File: src/rtl/mem_arb_pkg.sv
// Shared types and limits for the instruction/data memory port arbiter.
package mem_arb_pkg;

   typedef enum logic [1:0] {IDLE, ACCESS, WAIT, RESP} arb_state_e;
   typedef enum logic {OWN_I, OWN_D} owner_e;

   localparam int MEM_LAT_MAX = 8;
   localparam int CNT_W       = $clog2(MEM_LAT_MAX + 1);

endpackage

File: src/rtl/rr_sel2.sv
// Two-way round-robin pick between fetch and data requesters.
module rr_sel2
   import mem_arb_pkg::*;
(
   input  logic   i_req_i,
   input  logic   d_req_i,
   input  owner_e last_i,
   output owner_e grant_o,
   output logic   grant_valid_o
);

   always_comb begin
      grant_valid_o = i_req_i | d_req_i;
      grant_o       = OWN_I;
      // On contention the side that did not win last time goes first.
      if (i_req_i && d_req_i)
         grant_o = (last_i == OWN_I) ? OWN_D : OWN_I;
      else if (d_req_i)
         grant_o = OWN_D;
   end

endmodule

File: src/rtl/mem_port_arbiter.sv
// Shares one single-port synchronous memory between the core's fetch and
// load/store ports; one transaction in flight, fixed read latency.
module mem_port_arbiter
   import mem_arb_pkg::*;
#(
   parameter int AW      = 32,
   parameter int DW      = 32,
   parameter int MEM_LAT = 1
) (
   input  logic          clk,
   input  logic          rst,
   input  logic          i_valid,
   output logic          i_ready,
   input  logic [AW-1:0] i_addr,
   output logic          i_rvalid,
   output logic [DW-1:0] i_rdata,
   input  logic          d_valid,
   output logic          d_ready,
   input  logic          d_we,
   input  logic [3:0]    d_wmask,
   input  logic [AW-1:0] d_addr,
   input  logic [DW-1:0] d_wdata,
   output logic          d_rvalid,
   output logic [DW-1:0] d_rdata,
   output logic          mem_en,
   output logic          mem_we,
   output logic [3:0]    mem_wmask,
   output logic [AW-1:0] mem_addr,
   output logic [DW-1:0] mem_wdata,
   input  logic [DW-1:0] mem_rdata,
   output logic          busy
);

   arb_state_e       state_q, state_d;
   owner_e           owner_q, owner_d;
   owner_e           last_q,  last_d;
   logic [CNT_W-1:0] cnt_q,   cnt_d;
   logic [AW-1:0]    addr_q,  addr_d;
   logic             we_q,    we_d;
   logic [3:0]       wmask_q, wmask_d;
   logic [DW-1:0]    wdata_q, wdata_d;

   owner_e gnt;
   logic   gnt_vld;

   rr_sel2 u_sel (
      .i_req_i       (i_valid),
      .d_req_i       (d_valid),
      .last_i        (last_q),
      .grant_o       (gnt),
      .grant_valid_o (gnt_vld)
   );

   always_comb begin
      state_d   = state_q;
      owner_d   = owner_q;
      last_d    = last_q;
      cnt_d     = cnt_q;
      addr_d    = addr_q;
      we_d      = we_q;
      wmask_d   = wmask_q;
      wdata_d   = wdata_q;
      i_ready   = 1'b0;
      d_ready   = 1'b0;
      i_rvalid  = 1'b0;
      i_rdata   = '0;
      d_rvalid  = 1'b0;
      d_rdata   = '0;
      mem_en    = 1'b0;
      mem_we    = 1'b0;
      mem_wmask = '0;
      mem_addr  = '0;
      mem_wdata = '0;
      busy      = (state_q != IDLE);

      unique case (state_q)
         IDLE: begin
            // Nothing is accepted while reset is held, so ready stays low too.
            if (gnt_vld && rst) begin
               owner_d = gnt;
               last_d  = gnt;
               state_d = ACCESS;
               if (gnt == OWN_I) begin
                  i_ready = 1'b1;
                  addr_d  = i_addr;
                  we_d    = 1'b0;
                  wmask_d = '0;
                  wdata_d = '0;
               end else begin
                  d_ready = 1'b1;
                  addr_d  = d_addr;
                  we_d    = d_we;
                  wmask_d = d_wmask;
                  wdata_d = d_wdata;
               end
            end
         end
         ACCESS: begin
            mem_en    = 1'b1;
            mem_we    = we_q;
            mem_wmask = wmask_q;
            mem_addr  = addr_q;
            mem_wdata = wdata_q;
            cnt_d     = CNT_W'(MEM_LAT - 1);
            state_d   = (MEM_LAT == 1) ? RESP : WAIT;
         end
         WAIT: begin
            cnt_d = cnt_q - CNT_W'(1);
            if (cnt_q == CNT_W'(1))
               state_d = RESP;
         end
         RESP: begin
            if (owner_q == OWN_I) begin
               i_rvalid = 1'b1;
               i_rdata  = mem_rdata;
            end else begin
               d_rvalid = 1'b1;
               d_rdata  = we_q ? '0 : mem_rdata;
            end
            state_d = IDLE;
         end
         default: state_d = IDLE;
      endcase
   end

   always_ff @(posedge clk) begin
      if (!rst) begin
         state_q <= IDLE;
         owner_q <= OWN_I;
         last_q  <= OWN_D;
         cnt_q   <= '0;
         addr_q  <= '0;
         we_q    <= 1'b0;
         wmask_q <= '0;
         wdata_q <= '0;
      end else begin
         state_q <= state_d;
         owner_q <= owner_d;
         last_q  <= last_d;
         cnt_q   <= cnt_d;
         addr_q  <= addr_d;
         we_q    <= we_d;
         wmask_q <= wmask_d;
         wdata_q <= wdata_d;
      end
   end

endmodule

File: config.mk
export PLATFORM = sky130hd
export DESIGN_NAME = mem_port_arbiter
export DESIGN_NICKNAME = d
export VERILOG_FILES = /design/src/rtl/mem_arb_pkg.sv /design/src/rtl/rr_sel2.sv /design/src/rtl/mem_port_arbiter.sv
export SDC_FILE = /design/constraint.sdc
export NUM_CORES = 1
export LEC_CHECK = 0
export CORE_MARGIN = 2
export CORE_UTILIZATION = 39
export DETAILED_ROUTE_END_ITERATION = 8
export HOLD_SLACK_MARGIN = 0.08
export PLACE_DENSITY = 0.87
export SLEW_MARGIN = 10
export SYNTH_ARGS = -nofsm -noshare
export SYNTH_HDL_FRONTEND = slang
export SYNTH_SLANG_ARGS = --single-unit
File: constraint.sdc
create_clock -name clk -period 2.4 [get_ports clk]
set_input_delay 0.24 -clock clk [delete_from_list [all_inputs] [get_ports clk]]
set_output_delay 0.24 -clock clk [all_outputs]
set_load 0.01 [all_outputs]
# == Word level (Yosys, flattened, before mapping) ==
# Index checks and enable logic that the tools add are counted.
# classes
addsub,1
n_eq_ne,6
n_mux,31
bitwise,1
reduce_logical,7
# op_table
cell,count
2-to-1 mux 32 bit,9
2-to-1 mux 1 bit,16
2-to-1 mux 4 bit,2
case mux 2 bit (4 select lines),1
case mux 4 bit (2 select lines),1
== test 2 bit (second input constant),2
== test 4 x 1 -> 1 bit (second input constant),1
2-to-1 mux 2 bit,2
!= test 2 bit (second input constant),2
AND reduction 2 bit,2
nonzero test 2 bit,2
subtractor 4 x 1 -> 4 bit (second input constant),1
== test 2 x 1 -> 1 bit (second input constant),1
logical AND 1 bit,2
logical NOT 2 bit,1
bitwise OR 1 bit,1
# totals
in_bits,137
wordCells,54
out_inout_bits,139
ff_bits,77

# == Logic depth before layout (Yosys ltp) ==
# logic_depth
depth_word,5
depth_mapped,7
mapped_depth_nobuf,5

# == Modules after synthesis ==
# Synthesis repeated with hierarchy kept, for this count alone.
# unflattened
hier_cells,511
area_unflattened_um2,4389.2
# modules_own_cells
module,cells_each,seq_area_each_um2,area_each_um2,instances
mem_port_arbiter,509,1541.5,4375.4,1
rr_sel2,2,0.0,13.8,1

# == Worst setup path after synthesis ==
# No wires, ideal clock.
# synth_timing
path_type,flip-flop to output port
start,register state_q[0]
end,output port d_rdata[10]
required_ps,2160
arrival_time_ps,1348
stages_incl_launch_ff,6
n_path_buf,1
path_slack_ps,812
cell_sequence,dfxtp_1 ha_1 and2_1 nor2b_1 clkbuf_1 and2_1
# synth_between
elab_chain_cells,2
# synth_lines
element,line,source
"start, declared",mem_port_arbiter.sv:34,"arb_state_e state_q, state_d;"
"start signal, assigned",mem_port_arbiter.sv:137,state_q <= state_d;
== test 2 bit,mem_port_arbiter.sv:76,unique case (state_q)
2-to-1 mux 32 bit,mem_port_arbiter.sv:76,
"end, declared",mem_port_arbiter.sv:24,"output logic [DW-1:0] d_rdata,"
# No other way between the ends.

# == Final worst setup path ==
# layout_timing
start,register state_q[1]
end,output port d_rdata[12]
# The elaborated chain is that of the path after synthesis.

==> flow_summary.json <==
{
  "tritoncts.num_buffers": 9,
  "max_freq_mhz": 435,
  "fill_cells": 804,
  "largest_stage_delay_on_the_critical_path_ps": 550,
  "hold-path-cell-count": 3,
  "clock_sink_count": 77,
  "fin_crit_ps": 2300,
  "cp_common_cell": "and2_1",
  "antenna_found_initial": 0,
  "cts_htree_levels": 3,
  "yosys.area.top_type_share_pct": 37.2,
  "cts.repair_timing.setup_buffer_count": 0,
  "tritoncts_clock_tree": "built",
  "timing.hold.ws_ps": 380,
  "drt_drc_violations_left": 0,
  "ff2ff_path_depth": 6,
  "synth.avg_cell_area_um2": 7.59,
  "first_iter_violations": 270,
  "cts_root_buffer": "clkbuf_8",
  "io_buffer_count": 275,
  "yosys.area.top_type": "dfxtp_1",
  "grt_max_degree": 72,
  "worst_ir_drop_vdd_v": 0.000409,
  "yosys.cell_count.top_type": "and2_1",
  "ys_warn_count": 0,
  "final_max_slew_viol_count": 0,
  "synth_edf_count": 0,
  "initial_core_util_pct": 40.1,
  "synth.area.top_cells": "dfxtp_1 (37%), and2_1 (20%), a21oi_1 (7.7%), a21boi_1 (6.9%), nand2_1 (6.9%)",
  "timing.rr.start": "state_q[1]",
  "routed-via-count": 4673,
  "post_layout_total_power_w": 0.00439,
  "required_ps": 2160,
  "r2r-end": "wdata_q[5]",
  "ff2ff_setup_slack_ps": 400,
  "drive_above_1_share_pct": 4.50,
  "cap_viol_max_count": 0,
  "worstPathCellList": "ha_1 > and2_1 > nor2b_4 > buf_6 > and2_1 > clkdlybuf4s50_1",
  "synth-seq-area-share_pct": 37.2,
  "setup.worst_path.class": "flip-flop to output pin",
  "num_antenna_cells": 0,
  "path_clk_slew_ps": 80,
  "die_extent_in_x_um": 107,
  "synth_commonest_cells": "and2_1 (135), dfxtp_1 (77), nand2_1 (76)",
  "yosys_register_bits": 77,
  "row_count": 37,
  "worstPathMaxFanout": 16,
  "critPathBufInv": 2,
  "async_flop_share_pct": 0,
  "postSynth.topFlopCell": "dfxtp_1",
  "max_slew_margin_vs_limit_pct": 51.2,
  "final_period_util_pct": 95.8,
  "max_slew.worst_pin.slew_ps": 732,
  "io-pin-count": 276,
  "drt_first_pass_iters": 5,
  "origin_of_the_worst_min_delay_path": "rst",
  "crit_path_top_delay_cell": "clkdlybuf4s50_1",
  "syn_nets": 690,
  "setup-violations-final": 0,
  "setup.worst_path.start_class": "flip-flop",
  "cts-root-to-sink-buffers": 2,
  "rsz_0062_raised_after_global_routing": "yes",
  "power.clock.fraction_pct": 23.0,
  "post_drt_via_cell_ratio": 4.99,
  "p_per_area_nw_per_um2": 611,
  "first_global_vias": 4647,
  "totalWireLength_um": 14400,
  "power_frac_comb_pct": 41.3,
  "num-nets-final": 939,
  "grt.total_usage_pct": 24.0,
  "ant_nets": 0,
  "seq_power_share_pct": 35.8,
  "final.setup_skew_ps": 13.2,
  "area_growth_pct": 73.6,
  "gp_congestion": 0.796,
  "routedWlPerCell_um": 15.4,
  "worst_skew_pair.late_latency_ps": 330,
  "internal_portion_of_total_power_w": 0.00285,
  "timing.final.hold_violations": 0,
  "grt_pass1_wl_um": 22400,
  "post_cts_hold_buffer_count": 0,
  "leakagePower_nw": 2.82,
  "p_sw_share_pct": 35.2,
  "floorplan.core_area_um2": 10300,
  "hold-path-endpoint": "last_q",
  "syn-instance-count": 546,
  "die_area_um2": 11500,
  "syn-cell-area_um2": 4140,
  "outcome": "finished, final reports clean",
  "arrival_ps": 2060,
  "synth.distinct_cells": 30,
  "net-switching-power_w": 0.00155,
  "critical_path.endpoint_type": "output pin",
  "dp.final_hpwl_um": 10300,
  "hold_path_class": "input port to flip-flop",
  "worst_path_dominant_cell_family": "buffers and inverters",
  "overflow": 0,
  "fp.dieH_um": 107
}
-- worst min-delay path, cell delays in order --
cell and delay [ps]:
buf_2 120, buf_4 220, nand3_1 90
-- timing repair --
action,in CTS,in global routing
gates cloned,1,0
gates resized for setup,3,8
setup endpoints to repair,32,65
-- state kept, by name (all words and copies together), names as in the netlist --
register	count
addr_q	32
wdata_q	32
cnt_q	4
wmask_q	4
state_q	2
last_q	1
owner_q	1
we_q	1
-- cells by family (layout without fill, tap and decap cells) --
family | after synthesis | count (layout) | share of synthesized area, %
simple gates | 260 | 260 | 33.5
buf+inv | 54 | 308 | 5.74
compound gates | 146 | 146 | 20.9
flops | 77 | 77 | 37.2
fa+ha+maj | 7 | 7 | 2.11
mux | 2 | 2 | 0.483
-- power groups by stage --
stage | combinational (W) | clock, W | sequential [W]
final | 0.00181 | 0.00101 | 0.00157
after global routing | 0.00198 | 0.00108 | 0.00159
after CTS | 0.00182 | 0.00103 | 0.00157
after detailed placement | 0.00181 | 0 | 0.00159
after global placement | 0.00176 | 0 | 0.00158
after floorplan | 0.000983 | 0 | 0.00156
-- stage by stage --
| stage | setup WS, ps | utilization, % | area (um2) | instances | TNS (ps) |
|---|---|---|---|---|---|
| final | 99.8 | 69.6 | 7190 | 936 | 0 |
| after global routing | -6.30 | 69.6 | 7190 | 936 | -8.46 |
| after CTS | 1.21 | 69.4 | 7170 | 936 | 0 |
| after detailed placement | 250 | 67.3 | 6950 | 919 | 0 |
| after global placement | 332 | 67.3 | 6950 | 919 | 0 |
| after floorplan | 812 | - | 4140 | 546 | 0 |
-- cells in the final DEF, fill, tap and decap left out, drive strengths merged --
master / synthesis / routed
a21bo: 1 / 1
a21boi: 41 / 41
a21oi: 64 / 64
a22oi: 1 / 1
a32o: 1 / 1
and2: 135 / 135
buf: 16 / 11
bufinv: 0 / 1
clkbuf: 31 / 10
clkdlybuf4s50: 0 / 270
clkinv: 0 / 4
dfxtp: 77 / 77
dlymetal6s2s: 0 / 4
ha: 7 / 7
inv: 7 / 8
mux2i: 2 / 2
nand2: 76 / 76
nand2b: 3 / 3
nand3: 39 / 39
nor2: 1 / 1
nor2b: 2 / 2
nor3: 1 / 1
nor3b: 2 / 2
o211a: 1 / 1
o211ai: 1 / 1
o21a: 1 / 1
o21ai: 34 / 34
o22ai: 1 / 1
or3b: 1 / 1
-- worst max-delay path by stage --
stage                     from     endpoint  slack [ps]  depth (start not counted)
finish              state_q[1]  d_rdata[12]         100                          6
global route        state_q[1]  d_rdata[17]          -6                          6
CTS                 state_q[1]  d_rdata[20]           1                          6
detailed placement     i_valid   wdata_q[5]         250                          5
global placement       i_valid      d_ready         330                          5
floorplan           state_q[0]  d_rdata[10]         810                          5
-- final cells by class --
class,count,area [um2],share of cell area [%]
repair buffers,285,2850,39.7
multi-input cells,415,2390,33.2
flip-flops and latches,77,1540,21.5
well taps,136,170,2.37
clock buffers,10,138,1.91
clock inverters,6,70.1,0.975
inverters,7,26.3,0.365
-- layer usage --
metal / GRT usage (%) / share of wire (%)
met3: 5.78 / 6.9
met4: 6.03 / 1.5
met5: 0 / 0
met2: 42.6 / 50
met1: 29.1 / 42
(Power assumes the default switching activity.)
